$ cat src/rtl/rf_param_io.sv
// rf_param_io: N x W register file with an input-port register (valid/ready in) and an output-port register (valid/ready out).
// Optional macro RF_BYPASS_EN forwards write data to the read ports (never for the input-port register).
module rf_param_io #(
    parameter int W       = 5,
    parameter int N       = 4,
    parameter int IN_IDX  = 2,
    parameter int OUT_IDX = 3
) (
    input  logic                   clk,
    input  logic                   reset,
    input  logic [$clog2(N)-1:0]   ra,
    input  logic [$clog2(N)-1:0]   rb,
    input  logic                   we,
    input  logic [$clog2(N)-1:0]   wa,
    input  logic [W-1:0]           wd,
    output logic [W-1:0]           a,
    output logic [W-1:0]           b,
    input  logic [W-1:0]           in_data,
    input  logic                   in_valid,
    output logic                   in_ready,
    input  logic                   in_ack,
    output logic [W-1:0]           out_data,
    output logic                   out_valid,
    input  logic                   out_ready,
    output logic                   out_ovf,
    output logic [N*W-1:0]         regs_flat
);
    localparam int AW = $clog2(N);
    localparam logic [AW-1:0] IN_A  = AW'(IN_IDX);
    localparam logic [AW-1:0] OUT_A = AW'(OUT_IDX);

    logic [W-1:0] regs_q [N];
    logic [W-1:0] regs_d [N];
    logic         in_full_q, in_full_d;
    logic         out_valid_q, out_valid_d;
    logic         out_ovf_q, out_ovf_d;
    logic         wr_out, in_xfer;

    always_comb begin
        wr_out  = we && wa == OUT_A;
        in_xfer = in_valid && !in_full_q;
        regs_d  = regs_q;
        if (we && wa != IN_A) regs_d[wa] = wd;
        if (in_xfer) regs_d[IN_IDX] = in_data;
        in_full_d   = in_full_q ? !in_ack : in_xfer;
        // a write coinciding with a completed handshake replaces data that was just taken, so no overflow
        out_valid_d = wr_out || (out_valid_q && !out_ready);
        out_ovf_d   = out_ovf_q || (wr_out && out_valid_q && !out_ready);
    end

    always_ff @(posedge clk or negedge reset) begin
        if (!reset) begin
            regs_q      <= '{default: '0};
            in_full_q   <= 1'b0;
            out_valid_q <= 1'b0;
            out_ovf_q   <= 1'b0;
        end else begin
            regs_q      <= regs_d;
            in_full_q   <= in_full_d;
            out_valid_q <= out_valid_d;
            out_ovf_q   <= out_ovf_d;
        end
    end

`ifdef RF_BYPASS_EN
    assign a = (we && wa == ra && wa != IN_A) ? wd : regs_q[ra];
    assign b = (we && wa == rb && wa != IN_A) ? wd : regs_q[rb];
`else
    assign a = regs_q[ra];
    assign b = regs_q[rb];
`endif

    assign in_ready  = !in_full_q;
    assign out_data  = regs_q[OUT_IDX];
    assign out_valid = out_valid_q;
    assign out_ovf   = out_ovf_q;

    for (genvar i = 0; i < N; i++) begin : g_flat
        assign regs_flat[i*W +: W] = regs_q[i];
    end
endmodule

$ cat config.mk
export PLATFORM = sky130hd
export DESIGN_NAME = rf_param_io
export DESIGN_NICKNAME = d
export VERILOG_FILES = /design/src/rtl/rf_param_io.sv
export SDC_FILE = /design/constraint.sdc
export NUM_CORES = 1
export LEC_CHECK = 0
export BUFFER_PORTS_ARGS = -buffer_cell sky130_fd_sc_hd__buf_2
export CORE_AREA = 2 2 61 63
export CTS_BUF_LIST = sky130_fd_sc_hd__clkbuf_2 sky130_fd_sc_hd__clkbuf_4 sky130_fd_sc_hd__clkbuf_8
export DETAILED_ROUTE_END_ITERATION = 6
export DIE_AREA = 0 0 63 65
export PLACE_DENSITY_LB_ADDON = 0.25
export REMOVE_ABC_BUFFERS = 1
export SYNTH_ARGS = -nofsm -noshare
export SYNTH_HDL_FRONTEND = slang
export SYNTH_SLANG_ARGS = --single-unit
$ cat constraint.sdc
create_clock -name clk -period 1.04 [get_ports clk]
set_input_delay 0.052 -clock clk [delete_from_list [all_inputs] [get_ports clk]]
set_output_delay 0.052 -clock clk [all_outputs]
set_load 0.02 [all_outputs]
==> results of run 1 <==
-- layer usage --
layer	wire, um	vias up	track usage, %
li1	-	446	-
met1	1320	463	20.7
met2	1750	31	32.0
met5	0	-	0
met4	20	0	5.00
met3	132	2	2.60
-- repair_timing --
item                                    4_1_cts  5_1_grt
hold buffers                                 13        0
setup buffers                                 4        6
gates resized for setup                      80       12
hold endpoints to repair                     42        0
endpoints found under the setup margin       36       39
-- power groups by stage --
| stage | clock network, mW | registers, mW | logic, mW |
|---|---|---|---|
| after floorplan | 0 | 1.48 | 0.488 |
| after global placement | 0 | 1.20 | 1.40 |
| after detailed placement | 0 | 1.22 | 1.42 |
| after CTS | 0.462 | 1.21 | 1.93 |
| after global routing | 0.507 | 1.25 | 2.08 |
| final | 0.432 | 1.22 | 1.98 |
-- cells in the mapped netlist (all sizes together) --
master	instances
nand2	1
inv	1
nand3b	1
mux4	10
mux2	20
nand3	1
buf	8
nor3b	1
o21ai	1
o21bai	1
nand2b	2
dfrtp	23
-- final timing paths --
| check | start | cells after the start | slack (ns) | to |
|---|---|---|---|---|
| worst min register to register | out_ovf | 1 | 0.50 | out_ovf |
| min in group asynchronous | reset | 2 | 0.25 | regs_flat[7] |
| worst max register to register | regs_flat[4] | 3 | 0.02 | regs_flat[4] |
| worst max-delay path | out_data[3] | 2 | -0.39 | a[3] |
| max in group asynchronous | reset | 2 | 0.44 | regs_flat[0] |
| worst min-delay path | in_valid | 3 | 0.03 | in_full_q |
-- cells by family after synthesis --
| group | after synthesis |
|---|---|
| mux | 30 |
| flops | 23 |
| buf+inv | 9 |
| simple gates | 6 |
| compound gates | 2 |
-- area by class of cell --
cell class / instances / area (um2) / share of cell area (%)
flip-flops and latches: 23 / 576 / 27.7
clock buffers: 4 / 30.0 / 1.45
inverters: 1 / 3.75 / 0.181
repair buffers: 97 / 882 / 42.5
multi-input cells: 38 / 523 / 25.2
well taps: 48 / 60.1 / 2.90
-- flip-flops by register name (all words and copies together), names as in the netlist --
signal and cells:
out_ovf 1, out_valid 1, in_full_q 1, out_data 5
regs_flat 15
-- critical path, stage by stage (launching register included) --
cell and delay (ns):
dfrtp_1 0.43, mux4_2 0.50, buf_6 0.15
-- metrics by stage --
| step | cell area (um2) | TNS, ns | std cells |
|---|---|---|---|
| 2_1_floorplan | 1100 | -1.30 | 62 |
| 3_3_place_gp | 1620 | -0.354 | 190 |
| 3_5_place_dp | 1620 | -0.473 | 190 |
| 4_1_cts | 2030 | -4.05 | 209 |
| 5_1_grt | 2070 | -5.59 | 211 |
| 6_report | 2070 | -3.93 | 211 |
==> out/results.tsv, run 1 <==
metric	value	unit
crit_arrival	1.38	ns
irDropWorstVdd	0.000805	V
cts_max_level	1	
power_frac_comb	54.5	%
leakage	0.969	nW
hold_class	primary input to flip-flop	
grt_pass1_vias	1044	
yosys-top-cells-area	dfrtp_1 49%, mux2_2 19%, mux4_2 15%, mux4_1 4.5%, buf_4 3.2%	
p_int	2.40	mW
p_total	3.63	mW
grt_max_degree	24	
area_delta_synth_final	77.7	%
rsz0062_at_grt	true	
finalCritPeriodShare	138	%
synth_mux_area_share	39.2	%
power_density	1750	mW/mm2
hpwl	2.28	mm
fmax	0.698	GHz
synth_top_area_cell	dfrtp_1	
cts_root_buf	clkbuf_4	
clock_skew	0.00252	ns
yosys.area_share.simple	4.50	%
portBuffers	59	
yosys.area.top_type_share	49.3	%
setup.worst_path.start_class	flip-flop	
synthesis.area	0.00117	mm2
cp.required	0.99	ns
grt-ovfl-total	0	
fin_nets	186	
fin_crit	1.43	ns
whs	0.0313	ns
drt_iter0_drc	23	
synthXorXnorAreaFrac	0	%
avgSynthCellArea	16.7	um2
path_class	flip-flop to output pin	
antenna_found_initial	0	
critPathMaxFanout	3	
wl_per_cell	15.3	um
failed_checks	setup timing	
synth_adder_area_share	0	%
synth_compound_area_share	1.07	%
grt_pass1_wl	5.31	mm
initial_core_util	33.4	%
pwr-share-clk	11.9	%
synth_top_family_by_area	multiplexers	
slew_headroom	65.5	%
switching_share	34.0	%
die_w	63	um
nFillCells	310	
ys_warn_count	0	
dr.pass1.iters	3	
synth-seq-cells	23	
dp_slack	-0.0679	ns
layout_common_cells	49 x buf_6, 25 x buf_2, 23 x dfrtp_1	
cts_tree	done	
diodes	0	
gp_congestion	0.705	
drcViolationCount	0	
cts_buffer_depth	2	
num_io_pins	60	
status	finished with violations	
path_clk_slew	0.12	ns
tightest_slew	0.518	ns
synthDistinctLibCells	15	
ys_seq_area_share	49.3	%
netlist_instances	70	
cts.sinks	23	
cts_made_buffers	3	
layout_setup_ws	-0.392	ns
antenna_left	0	
setup_violations	15	
p_sw	1.24	mW
final_common_cell	buf_6	
rows	22	
fp.coreArea	0.00350	mm2
insertion_delay	0.30	ns
cap_violations	0	
routed_via_density	4.46	
hold_viol_final	0	
vias	942	
power_frac_seq	33.6	%
utilization	59.3	%
die-area	0.00410	mm2
drive_above_1_share	74.8	%
wl	3.22	mm
end_kind	output pin	
track_usage	17.3	%
drv_slew	0	
die_h	65	um
Power figures use the tool's default switching activity.
==> inputs of run 2 (changes only) <==
RECOVER_POWER = 100   (was not set)
==> run 2 against run 1 <==
  * The run still ends with setup timing left
  * Power is 2.9% lower
  * Cell count did not move
  * Global-route usage unchanged
  * Utilization shrank 1.9 points
  * Clock power about the same
  * Via count is 0.74% higher
  * Clock skew barely moved
  * Critical path type unchanged
  * Fmax hardly changed
  * Setup slack lost 0.0012 ns
  * Worst hold slack better by 0.089 ns
  * Design area down 3.3%
  * First-iteration DRC count up 17%
==> out/results.tsv, run 2 (same netlist as run 1, synthesis figures left out) <==
metric	value	unit	change
status	finished with violations		unchanged
failed_checks	setup timing		unchanged
layout_setup_ws	-0.393	ns	was -0.392 ns
wl_per_cell	15.2	um	was 15.3 um
fmax	0.698	GHz	about the same
path_class	flip-flop to output pin		unchanged
antenna_found_initial	0		unchanged
die_h	65	um	unchanged
num_io_pins	60		unchanged
fin_nets	186		unchanged
setup_violations	24		was 15
fp.coreArea	0.00350	mm2	unchanged
drive_above_1_share	69.3	%	was 74.8%
grt_pass1_vias	1044		unchanged
max_stage_delay	0.50	ns	about the same
rsz0062_at_grt	true		unchanged
setup.worst_path.start_class	flip-flop		unchanged
track_usage	17.3	%	unchanged
rows	22		unchanged
cts_max_level	1		unchanged
crit_arrival	1.38	ns	about the same
drt_iter0_drc	27		was 23
cts_made_buffers	3		unchanged
cp_num_buf_inv	1		unchanged
nFillCells	321		was 310
cts_buffer_depth	2		unchanged
diodes	0		unchanged
dr.pass1.iters	3		unchanged
die_w	63	um	unchanged
path_delay_family	multiplexers		unchanged
wl	3.22	mm	about the same
worst_path_max_delay_cell	mux4_2		unchanged
leakage	0.925	nW	was 0.969 nW
cts.sinks	23		unchanged
tns	-4.28	ns	was -3.93 ns
tightest_slew	0.575	ns	was 0.518 ns
critPathMaxFanout	3		unchanged
finalCritPeriodShare	138	%	about the same
hold_viol_final	0		unchanged
vias	949		was 942
grt-ovfl-total	0		unchanged
hpwl	2.28	mm	unchanged
routed_via_density	4.50		was 4.46
insertion_delay	0.30	ns	about the same
final_common_cell	buf_6		unchanged
largest_reg_flops	15		unchanged
power_density	1760	mW/mm2	was 1750 mW/mm2
slew_headroom	61.7	%	was 65.5%
antenna_left	0		unchanged
cts_root_buf	clkbuf_4		unchanged
drv_slew	0		unchanged
die-area	0.00410	mm2	unchanged
clock_skew	0.00215	ns	was 0.00252 ns
area_delta_synth_final	71.9	%	was 77.7%
portBuffers	59		unchanged
cp.required	0.99	ns	about the same
drcViolationCount	0		unchanged
fin_crit	1.43	ns	about the same
grt_pass1_wl	5.31	mm	unchanged
hold_class	primary input to flip-flop		unchanged
initial_core_util	33.4	%	unchanged
end_kind	output pin		unchanged
layout_common_cells	41 x buf_6, 24 x buf_2, 23 x dfrtp_1		was 49 x buf_6, 25 x buf_2, 23 x dfrtp_1
worstPathCellList	mux4_2 > buf_6		unchanged
irDropWorstVdd	0.000803	V	was 0.000805 V
cts_tree	done		unchanged
cap_violations	0		unchanged
gp_congestion	0.705		unchanged
path_clk_slew	0.12	ns	about the same
grt_max_degree	24		unchanged
whs	0.120	ns	was 0.0313 ns
run 2: cell count changes in the layout (fill, tap and decap cells not counted):
| cell | previous run | this run |
|---|---|---|
| clkbuf_2 | 0 | 1 |
| nand2b_4 | 1 | 0 |
| nand2b_1 | 1 | 2 |
| buf_6 | 49 | 41 |
| buf_2 | 25 | 24 |
| clkbuf_1 | 0 | 8 |
run 2: what timing repair did:
action / CTS / global route
hold buffers: 13 / 0
gates resized for setup: 80 / 12
gates cloned: 0 / 0
buffers inserted: 4 / 6
endpoints found under the hold margin: 42 / 0
endpoints found under the setup margin: 36 / 39
run 2: worst min-delay path: stages:
cell and delay [ns]:
buf_2 0.08, nand2b_1 0.14, o21ai_0 0.12
run 2: report_power, final:
| part | switching, mW | internal [mW] |
|---|---|---|
| registers | 0.141 | 1.07 |
| clock network | 0.257 | 0.175 |
| logic | 0.824 | 1.06 |
run 2: per-stage QoR:
step                      area [um2]  utilization, %  cells  total power [mW]  setup slack (ns)
after floorplan                 1100               -     62              1.96            -0.170
after global placement          1620            46.2    190              2.60           -0.0516
after detailed placement        1620            46.2    190              2.63           -0.0679
after CTS                       2030            58.2    209              3.60            -0.395
after global routing            2010            57.4    211              3.73            -0.452
final                           2010            57.4    211              3.53            -0.393
run 2: path summary, 6_finish.rpt:
kind                             startpoint  slack [ns]             to  cells after the start
worst max-delay path            out_data[3]       -0.39           a[3]                      2
worst min-delay path               in_valid        0.12      in_full_q                      3
worst max register to register    in_full_q       -0.06  regs_flat[13]                      2
worst min register to register      out_ovf        0.50        out_ovf                      1
max in group asynchronous             reset        0.39   regs_flat[0]                      2
min in group asynchronous             reset        0.28   regs_flat[2]                      2
run 2: final cells by class:
| cell class | count | area, um2 | share of cell area [%] |
|---|---|---|---|
| multi-input combinational | 38 | 515 | 25.7 |
| clock buffer | 4 | 30.0 | 1.50 |
| inverter | 1 | 3.75 | 0.187 |
| tap | 48 | 60.1 | 2.99 |
| sequential | 23 | 576 | 28.7 |
| timing repair buffer | 97 | 822 | 41.0 |
run 2: layer usage:
layer	routed length, um	up-vias	GRT usage (%)
li1	-	447	-
met1	1310	469	20.7
met2	1760	31	32.0
met3	132	2	2.60
met4	20	0	5.00
met5	0	-	0
==> inputs of run 3 (changes only) <==
CTS_CLUSTER_SIZE = 30   (was not set)
clock period = 1.6 ns   (was 1.04 ns; I/O delays follow)
==> run 3 against run 2 <==
  * Utilization down 14 points
  * Critical endpoint is now a[1]
  * Largest cell class is now sequential cells
  * The flow now finishes without violations
  * Worst hold slack got worse by 0.099 ns
  * Die area unchanged
  * Critical path depth unchanged
  * First-iteration DRC count decreased by 3.7%
  * Non-clock buffer count down 31
==> out/results.tsv, run 3 (same netlist as run 1, synthesis figures left out) <==
metric	value	unit	change
setup.worst_path.start_class	flip-flop		unchanged
die_h	65	um	unchanged
num_io_pins	60		unchanged
cp.required	1.52	ns	was 0.99 ns
dr.pass1.iters	2		was 3
crit_arrival	1.40	ns	was 1.38 ns
vias	845		was 949
rows	22		unchanged
switching_share	38.8	%	was 34.6%
p_int	1.11	mW	was 2.31 mW
rsz0062_at_grt	false		was true
cts_made_buffers	3		unchanged
hold_class	primary input to flip-flop		unchanged
drcViolationCount	0		unchanged
grt-ovfl-total	0		unchanged
hpwl	2.16	mm	was 2.28 mm
drive_above_1_share	49.2	%	was 69.3%
clock_skew	0.000674	ns	was 0.00215 ns
tns	0	ns	was -4.28 ns
cts.sinks	23		unchanged
track_usage	15.0	%	was 17.3%
largest_reg_flops	15		unchanged
grt_pass1_vias	870		was 1,044
cts_max_level	1		unchanged
power_density	1190	mW/mm2	was 1760 mW/mm2
antenna_left	0		unchanged
finalCritPeriodShare	92.5	%	
cap_violations	0		unchanged
drv_slew	0		unchanged
cts_tree	done		unchanged
setup_violations	0		was 24
antenna_found_initial	0		unchanged
leakage	0.661	nW	was 0.925 nW
die-area	0.00410	mm2	unchanged
diodes	0		unchanged
slew_headroom	61.1	%	was 61.7%
p_sw	0.704	mW	was 1.22 mW
hold_buffers	7		was 13
fin_nets	155		was 186
path_class	flip-flop to output pin		unchanged
fin_crit	1.48	ns	
power_frac_seq	44.2	%	was 34.2%
irDropWorstVdd	0.000795	V	was 0.000803 V
tightest_slew	0.583	ns	was 0.575 ns
gp_congestion	0.648		was 0.705
final_common_cell	clkbuf_1		was buf_6
wl_per_cell	15.4	um	was 15.2 um
wl	2.78	mm	was 3.22 mm
die_w	63	um	unchanged
power_frac_comb	40.2	%	was 53.5%
cts_setup_buffers	0		was 4
path_delay_family	multiplexers		unchanged
utilization	43.6	%	was 57.4%
initial_core_util	33.4	%	unchanged
max_stage_delay	0.49	ns	was 0.50 ns
end_kind	output pin		unchanged
cts_root_buf	clkbuf_4		unchanged
fmax	0.676	GHz	
worstPathCellList	mux4_2 > clkbuf_2		was mux4_2 > buf_6
area_delta_synth_final	30.4	%	was 71.9%
layout_common_cells	28 x clkbuf_1, 23 x dfrtp_1, 20 x mux2_2, 20 x buf_2, 11 x clkbuf_2		was 41 x buf_6, 24 x buf_2, 23 x dfrtp_1
routed_via_density	4.69		was 4.50
path_clk_slew	0.12	ns	about the same
grt_pass1_wl	4.60	mm	was 5.31 mm
pwr-share-clk	15.5	%	was 12.2%
insertion_delay	0.30	ns	about the same
cp_num_buf_inv	1		unchanged
hold_viol_final	0		unchanged
portBuffers	59		unchanged
status	complete, no violations		was finished with violations
grt_max_degree	24		unchanged
cts_buffer_depth	2		unchanged
cts.repair.resized	0		was 80
worst_path_max_delay_cell	mux4_2		unchanged
drt_iter0_drc	26		was 27
fp.coreArea	0.00350	mm2	unchanged
critPathMaxFanout	5		was 3
## run 3: path summary, 6_finish.rpt
check	slack, ns	endpoint	start	depth (start not counted)
hold reg to reg	0.51	out_ovf	out_ovf	1
max in group asynchronous	0.92	regs_flat[5]	reset	2
setup reg to reg	0.51	regs_flat[10]	in_full_q	2
min in group asynchronous	0.29	out_ovf	reset	2
setup / recovery	0.12	a[1]	out_data[1]	2
hold / removal	0.02	regs_flat[1]	wd[1]	2
## run 3: routing by layer
| layer | track usage (%) | vias to the layer above | part of all wire, % |
|---|---|---|---|
| li1 | - | 386 | - |
| met5 | 0 | - | 0 |
| met3 | 4.34 | 2 | 6.2 |
| met2 | 26.7 | 34 | 53 |
| met4 | 3.33 | 0 | 0.83 |
| met1 | 17.8 | 423 | 40 |
## run 3: cell type report
cell class / count / area, um2
Fill cell: 363 / 1970
Sequential cell: 23 / 576
Multi-Input combinational cell: 38 / 523
Timing Repair Buffer: 66 / 330
Tap cell: 48 / 60.1
Clock buffer: 4 / 30.0
Inverter: 1 / 3.75
## run 3: per-stage QoR
step                      worst slack [ns]  area (um2)  instances  hold slack (ns)  total power, mW
after floorplan                      0.362        1100         62           -0.216             1.28
after global placement               0.471        1460        169           0.0808             1.56
after detailed placement             0.454        1460        169           0.0862             1.58
after CTS                            0.101        1560        180           0.0101             1.87
after global routing                0.0505        1520        180           0.0154             1.93
final                                0.120        1520        180           0.0213             1.82
## run 3: worst reg2reg max path: stages (launching register included)
cell and delay [ns]:
dfrtp_1 0.37, nand2b_1 0.26, mux2_2 0.37
## run 3: power groups by stage
stage | registers (mW) | logic [mW] | clock network (mW)
after global placement | 0.800 | 0.762 | 0
final | 0.803 | 0.731 | 0.282
after floorplan | 0.959 | 0.317 | 0
after global routing | 0.828 | 0.784 | 0.322
after CTS | 0.801 | 0.779 | 0.294
after detailed placement | 0.814 | 0.765 | 0
